[src/rtl/branch_pkg.sv]
// Shared types and default widths for the branch unit and its condition evaluator.
// Optional link-register support is selected with the BRANCH_LINK_EN macro.
package branch_pkg;

    localparam int PC_W_DEF  = 9;
    localparam int OFF_W_DEF = 8;

    typedef enum logic [2:0] {
        B   = 3'b000,
        BEQ = 3'b001,
        BNE = 3'b010,
        BLT = 3'b011,
        BLE = 3'b100
    } cond_e;

    typedef enum logic [1:0] {
        IDLE   = 2'b00,
        EVAL   = 2'b01,
        COMMIT = 2'b10
    } state_e;

endpackage

[src/rtl/branch_unit_if.sv]
// Branch request handshake between instruction fetch (master) and the branch unit (slave).
// The link request line exists only when BRANCH_LINK_EN is defined.
interface branch_unit_if #(
    parameter int OFF_W = branch_pkg::OFF_W_DEF
);

    logic             br_valid;
    logic             br_ready;
    logic [2:0]       cond;
    logic [OFF_W-1:0] off;
`ifdef BRANCH_LINK_EN
    logic             link;

    modport master (output br_valid, output cond, output off, output link, input br_ready);
    modport slave  (input br_valid, input cond, input off, input link, output br_ready);
`else
    modport master (output br_valid, output cond, output off, input br_ready);
    modport slave  (input br_valid, input cond, input off, output br_ready);
`endif

endinterface

[src/rtl/branch_cond_eval.sv]
// Combinational branch condition evaluator over the {Z,N,V} status flags.
// Reserved condition codes never take the branch.
module branch_cond_eval
    import branch_pkg::*;
(
    input  logic [2:0] cond_i,
    input  logic       z_i,
    input  logic       n_i,
    input  logic       v_i,
    output logic       take_o
);

    // Decode the condition code against the flags.
    always_comb begin
        take_o = 1'b0;
        case (cond_i)
            B:       take_o = 1'b1;
            BEQ:     take_o = z_i;
            BNE:     take_o = ~z_i;
            BLT:     take_o = n_i ^ v_i;
            BLE:     take_o = (n_i ^ v_i) | z_i;
            default: take_o = 1'b0;
        endcase
    end

endmodule

[src/rtl/branch_unit.sv]
// Branch unit: status flag register, program counter and a three-state branch FSM.
// Defining BRANCH_LINK_EN adds a link register updated on taken, linked branches.
module branch_unit
    import branch_pkg::*;
#(
    parameter int              PC_W   = PC_W_DEF,
    parameter int              OFF_W  = OFF_W_DEF,
    parameter logic [PC_W-1:0] PC_RST = {PC_W{1'b0}}
) (
    input  logic             clk,
    input  logic             reset_n,
    input  logic             load_s,
    input  logic             Z_in,
    input  logic             N_in,
    input  logic             V_in,
    input  logic             pc_inc,
    branch_unit_if.slave     br,
    output logic [PC_W-1:0]  pc_out,
    output logic [2:0]       status_out,
    output logic             done,
    output logic             taken
`ifdef BRANCH_LINK_EN
    ,output logic [PC_W-1:0] lr_out
`endif
);

    localparam logic [PC_W-1:0] PC_ONE = {{(PC_W-1){1'b0}}, 1'b1};

    state_e           state_q, state_d;
    logic [PC_W-1:0]  pc_q, pc_d;
    logic [2:0]       status_q, status_d;
    logic [2:0]       cond_q, cond_d;
    logic [OFF_W-1:0] off_q, off_d;
    logic [PC_W-1:0]  target_q, target_d;
    logic             taken_q, taken_d;
    logic             done_q, done_d;
    logic             ready_q, ready_d;
`ifdef BRANCH_LINK_EN
    logic             link_q, link_d;
    logic [PC_W-1:0]  lr_q, lr_d;
`endif

    logic             take_s;
    logic             accept_s;
    logic [PC_W-1:0]  pc_plus1_s;
    logic [PC_W-1:0]  off_sext_s;

    assign accept_s   = br.br_valid & ready_q;
    assign pc_plus1_s = pc_q + PC_ONE;
    assign off_sext_s = {{(PC_W-OFF_W){off_q[OFF_W-1]}}, off_q};

    // Decision uses the status register as it stands during EVAL.
    branch_cond_eval u_cond_eval (
        .cond_i (cond_q),
        .z_i    (status_q[2]),
        .n_i    (status_q[1]),
        .v_i    (status_q[0]),
        .take_o (take_s)
    );

    // Next-state, PC, status and handshake logic.
    always_comb begin
        state_d  = state_q;
        pc_d     = pc_q;
        status_d = status_q;
        cond_d   = cond_q;
        off_d    = off_q;
        target_d = target_q;
        taken_d  = 1'b0;
        done_d   = 1'b0;
        ready_d  = 1'b0;
`ifdef BRANCH_LINK_EN
        link_d   = link_q;
        lr_d     = lr_q;
`endif

        if (load_s) begin
            status_d = {Z_in, N_in, V_in};
        end else begin
            status_d = status_q;
        end

        case (state_q)
            IDLE: begin
                if (accept_s) begin
                    cond_d  = br.cond;
                    off_d   = br.off;
`ifdef BRANCH_LINK_EN
                    link_d  = br.link;
`endif
                    state_d = EVAL;
                    ready_d = 1'b0;
                end else if (pc_inc) begin
                    pc_d    = pc_plus1_s;
                    ready_d = 1'b1;
                end else begin
                    ready_d = 1'b1;
                end
            end
            EVAL: begin
                taken_d  = take_s;
                target_d = take_s ? (pc_plus1_s + off_sext_s) : pc_plus1_s;
                done_d   = 1'b1;
                state_d  = COMMIT;
            end
            COMMIT: begin
                pc_d    = target_q;
                state_d = IDLE;
                ready_d = 1'b1;
`ifdef BRANCH_LINK_EN
                if (taken_q && link_q) begin
                    lr_d = pc_plus1_s;
                end else begin
                    lr_d = lr_q;
                end
`endif
            end
            default: begin
                state_d = IDLE;
                ready_d = 1'b1;
            end
        endcase
    end

    // State and datapath registers with synchronous active-low reset.
    always_ff @(posedge clk) begin
        if (!reset_n) begin
            state_q  <= IDLE;
            pc_q     <= PC_RST;
            status_q <= 3'b000;
            cond_q   <= 3'b000;
            off_q    <= {OFF_W{1'b0}};
            target_q <= {PC_W{1'b0}};
            taken_q  <= 1'b0;
            done_q   <= 1'b0;
            ready_q  <= 1'b1;
`ifdef BRANCH_LINK_EN
            link_q   <= 1'b0;
            lr_q     <= {PC_W{1'b0}};
`endif
        end else begin
            state_q  <= state_d;
            pc_q     <= pc_d;
            status_q <= status_d;
            cond_q   <= cond_d;
            off_q    <= off_d;
            target_q <= target_d;
            taken_q  <= taken_d;
            done_q   <= done_d;
            ready_q  <= ready_d;
`ifdef BRANCH_LINK_EN
            link_q   <= link_d;
            lr_q     <= lr_d;
`endif
        end
    end

    assign br.br_ready = ready_q;
    assign pc_out      = pc_q;
    assign status_out  = status_q;
    assign done        = done_q;
    assign taken       = taken_q;
`ifdef BRANCH_LINK_EN
    assign lr_out      = lr_q;
`endif

endmodule

[src/flat_wrapper.sv]
// flat-port wrapper written by rule: the top's interface ports become plain ports
module branch_unit_flat import branch_pkg::*;
#(
    parameter int              PC_W   = PC_W_DEF,
    parameter int              OFF_W  = OFF_W_DEF,
    parameter logic [PC_W-1:0] PC_RST = {PC_W{1'b0}}
)
  (clk, reset_n, load_s, Z_in, N_in, V_in, pc_inc, pc_out, status_out, done, taken, br_br_valid, br_cond, br_off, br_br_ready);
  branch_unit_if #(.OFF_W(OFF_W)) br_i ();
  input  logic clk;
  input  logic reset_n;
  input  logic load_s;
  input  logic Z_in;
  input  logic N_in;
  input  logic V_in;
  input  logic pc_inc;
  output logic [PC_W-1:0] pc_out;
  output logic [2:0] status_out;
  output logic done;
  output logic taken;
  input wire logic [$bits(br_i.br_valid)-1:0] br_br_valid;
  input wire logic [$bits(br_i.cond)-1:0] br_cond;
  input wire logic [$bits(br_i.off)-1:0] br_off;
  output wire logic [$bits(br_i.br_ready)-1:0] br_br_ready;
  assign br_i.br_valid = br_br_valid;
  assign br_i.cond = br_cond;
  assign br_i.off = br_off;
  assign br_br_ready = br_i.br_ready;
  branch_unit #(.PC_W(PC_W), .OFF_W(OFF_W), .PC_RST(PC_RST)) u_core (.clk(clk), .reset_n(reset_n), .load_s(load_s), .Z_in(Z_in), .N_in(N_in), .V_in(V_in), .pc_inc(pc_inc), .br(br_i), .pc_out(pc_out), .status_out(status_out), .done(done), .taken(taken));
endmodule
[config.mk]
export PLATFORM = sky130hd
export DESIGN_NAME = branch_unit_flat
export DESIGN_NICKNAME = d
export VERILOG_FILES = /design/src/rtl/branch_pkg.sv /design/src/rtl/branch_unit_if.sv /design/src/rtl/branch_cond_eval.sv /design/src/rtl/branch_unit.sv /design/src/flat_wrapper.sv
export SDC_FILE = /design/constraint.sdc
export NUM_CORES = 1
export LEC_CHECK = 0
export ABC_AREA = 1
export BUFFER_PORTS_ARGS = -buffer_cell sky130_fd_sc_hd__buf_2
export CAP_MARGIN = 30
export CORE_ASPECT_RATIO = 1.2
export CORE_MARGIN = 8
export CORE_UTILIZATION = 50
export DETAILED_ROUTE_END_ITERATION = 12
export MAX_ROUTING_LAYER = met4
export PLACE_DENSITY = 0.76
export SYNTH_ARGS = -nofsm -noshare
export SYNTH_HDL_FRONTEND = slang
export SYNTH_SLANG_ARGS = --single-unit
[constraint.sdc]
create_clock -name clk -period 2.2 [get_ports clk]
set_input_delay 0.44 -clock clk [delete_from_list [all_inputs] [get_ports clk]]
set_output_delay 0.44 -clock clk [all_outputs]
set_load 0.02 [all_outputs]
==> impl_metrics.toml <==
[logic_synthesis]
synth_seq_area_share = 0.3556
synth_cell_types = 36
synthesis.area_sq_mm = 0.002083
synth.avg_cell_area_sq_um = 6.967
synth_fp_nets = 329
synth-warning-count = 0
synth_seq_cells = 37
synthCells = 299

[critical_path]
worst-setup-path-type = "reg2reg"
crit_cells = 16
start_kind = "register"
reg2reg_depth = 16
worst_path_max_delay_cell = "dfxtp_4"
timing.critical_path.cells = "nand3_2 -> nor2_4 -> buf_4 -> nand3_1 -> nand2_2 -> inv_2 -> ha_4 -> nand2_2 -> nor2_1 -> nand3_1 -> nand3_1 -> nand3_1 -> nand2_1 -> nand3_1 -> nand2_1 -> inv_1"
crit_buf_inv = 3
cp.arrival_ps = 2280
path_max_fanout = 4
critical_path.most_common_cell = "nand3_1"
worstSetupEndpointType = "register"
cp_top_family = "simple AND/OR/NAND/NOR gates"
cp.required_ps = 2400
critical-path-max-stage-delay_ps = 380

[cells_and_area]
mostFrequentLayoutCells = "nand2_1 (66), nor2_1 (41), dfxtp_1 (34)"
num_antenna_cells = 0
fillCellCount = 363
mostFrequentLayoutCell = "nand2_1"
layout.nets = 367
finalCoreUtilization = 0.6441
final_layout_size_suffix_gt1_frac = 0.2485
area_growth_pct = 22.82
finish.instance_area_sq_mm = 0.002559
finalNonFillerCells = 392

[floorplanning]
placement_row_count = 25
core_sq_mm = 0.003973
design.die.area_sq_mm = 0.006497
die_w_um = 74.93
start_util = 0.5244
die-height_um = 86.71
num_io_pins = 34

[hold_path]
worst_hold_path_type = "in2reg"
depth_of_the_worst_hold_timing_path = 3

[power]
power.static_leakage_uw = 0.001207
ir_drop_mv = 0.4217
powerDensity_mw_per_mm2 = 687.8

[place]
numPortBuffers = 33
hpwl_mm = 3.479
gp_congestion = 0.8352
placed_area_sq_mm = 0.002300
place.detailed.instances = 382

[timing]
worst_pin_slew_ps = 488.2
max_freq_mhz = 481.6
clock-skew-final_ps = 6.211
slew_violations = 0
timing.slew.headroom = 0.6737
unrepaired_setup_endpoints_after_global_routing = "yes"
timing.final.setup_violations = 0
timing.setup.tns_ps = 0
final_period_minus_worst_setup_slack_ps = 2076
fin_crit_sh = 0.9438
final_hold_viol_count = 0

[cts]
cts_buffers = 5
cts.sink_count = 37
clock_pin_slew_reported_for_the_worst_setup_and_hold_paths_after_clock_tree_synthesis_ps = 80
clock_latency_ps = 300
clk_root_buffer_cell = "clkbuf_8"
htreeDepth = 2
clock_tree_from_tritoncts = "yes"
clockBufferDepth = 2

[detailed_routing]
remaining_drc_errors = 0
routed_wl_mm = 4.702
vias = 1943
drt-vias-per-instance = 4.957
drtPass1Iterations = 4
antenna_violation_net_count_after_detailed_routing = 0
detail_route.iter0.violations = 123
drt-wirelength-per-cell_um = 11.99

[global_routing]
grt_max_degree = 21
groute.layer.met3.usage = 0.03464
number_of_global_route_vias_before_repair = 1738
grt_remaining_overflow = 0
global_route_wire_length_before_repair_mm = 7.845
busiest_layer = "met2"
global_route.usage.total = 0.1558
grt.met1_usage = 0.1849
grtUsageMet2 = 0.2480
number_of_antenna_violations_at_the_first_check_in_global_routing = 0

[flow_run]
maxCapViolations = 0

[run_status]
run_status = "complete, no violations"
==> area by class of cell <==
type | instances | area, sq um | area share
inverters | 41 | 158.9 | 0.06210
clock buffers | 5 | 68.82 | 0.02689
clock inverters | 3 | 68.82 | 0.02689
flip-flops and latches | 37 | 749.5 | 0.2929
multi-input cells | 212 | 1227 | 0.4797
well taps | 54 | 67.56 | 0.02641
repair buffers | 40 | 217.7 | 0.08509
==> repair_timing <==
action | CTS | global route
hold buffers | 0 | 0
setup buffers | 0 | 2
pin swaps | 3 | 6
endpoints found under the setup margin | 2 | 4
gates resized for setup | 5 | 16
==> metrics by stage <==
step	setup WS (ps)	hold slack [ps]	total power, uW
after detailed placement	-27.72	477.7	1039
final	123.7	366.1	1760
after floorplan	0.5103	455.7	974.0
after CTS	15.37	361.4	1753
after global routing	-42.90	374.5	1847
after global placement	71.26	472.5	1033
==> cell families after synthesis <==
group	count (synthesis)	synth area share
flops	37	0.3556
xor+xnor	6	0.02883
compound gates	52	0.1441
buf+inv	50	0.1027
fa+ha+maj	11	0.06967
simple gates	143	0.2991
==> path summary, 6_finish.rpt <==
path / start / endpoint / slack [ps]
worst min-delay path: N_in / u_core.status_out[1] / 370
worst max-delay path: u_core.pc_out[1] / u_core.target_q[8] / 120
worst max register to register: u_core.pc_out[1] / u_core.target_q[8] / 120
worst min register to register: u_core.target_q[1] / u_core.pc_out[1] / 480
==> worst min-delay path: cells and delay by family <==
family	cells	cell delay, ps
buffers and inverters	1	70
AND/OR/NAND/NOR	2	110
==> metal layers <==
| layer | wire, um | part of all wire | vias up |
|---|---|---|---|
| met5 | 0 | 0 | - |
| met2 | 2276 | 0.48 | 34 |
| met1 | 2193 | 0.47 | 871 |
| met3 | 146 | 0.031 | 9 |
| li1 | - | - | 1029 |
| met4 | 85 | 0.018 | 0 |
==> registers in the layout (all words and copies together) (netlist names) <==
name / count
u_core.br.br_ready: 1
u_core.cond_q: 3
u_core.done: 1
u_core.off_q: 8
u_core.pc_out: 9
u_core.state_q: 2
u_core.status_out: 3
u_core.taken: 1
u_core.target_q: 9
==> power by group <==
part           total, uW  internal [uW]  leakage, uW  switching [uW]
Sequential           750            714     0.000305            35.9
Combinational        294            112     0.000833             182
Clock                716            456    0.0000687             259
==> synthesized netlist by cell type (all sizes together) <==
cell type | instances | area (sq um)
a21boi | 1 | 7.510
a21oi | 13 | 72.57
a221oi | 1 | 8.760
a31oi | 8 | 50.05
and2 | 1 | 6.260
buf | 8 | 51.30
clkbuf | 1 | 3.750
clkinv | 4 | 20.02
dfxtp | 37 | 740.7
fa | 1 | 20.02
ha | 10 | 125.1
inv | 37 | 138.9
nand2 | 71 | 271.5
nand3 | 20 | 110.1
nand3b | 1 | 7.510
nand4 | 1 | 6.260
nor2 | 45 | 198.9
nor3 | 2 | 10.01
o211ai | 3 | 22.52
o21ai | 24 | 120.1
o21bai | 2 | 18.77
or2 | 2 | 12.52
xnor2 | 2 | 17.52
xor2 | 4 | 42.55
(Power assumes the default switching activity.)
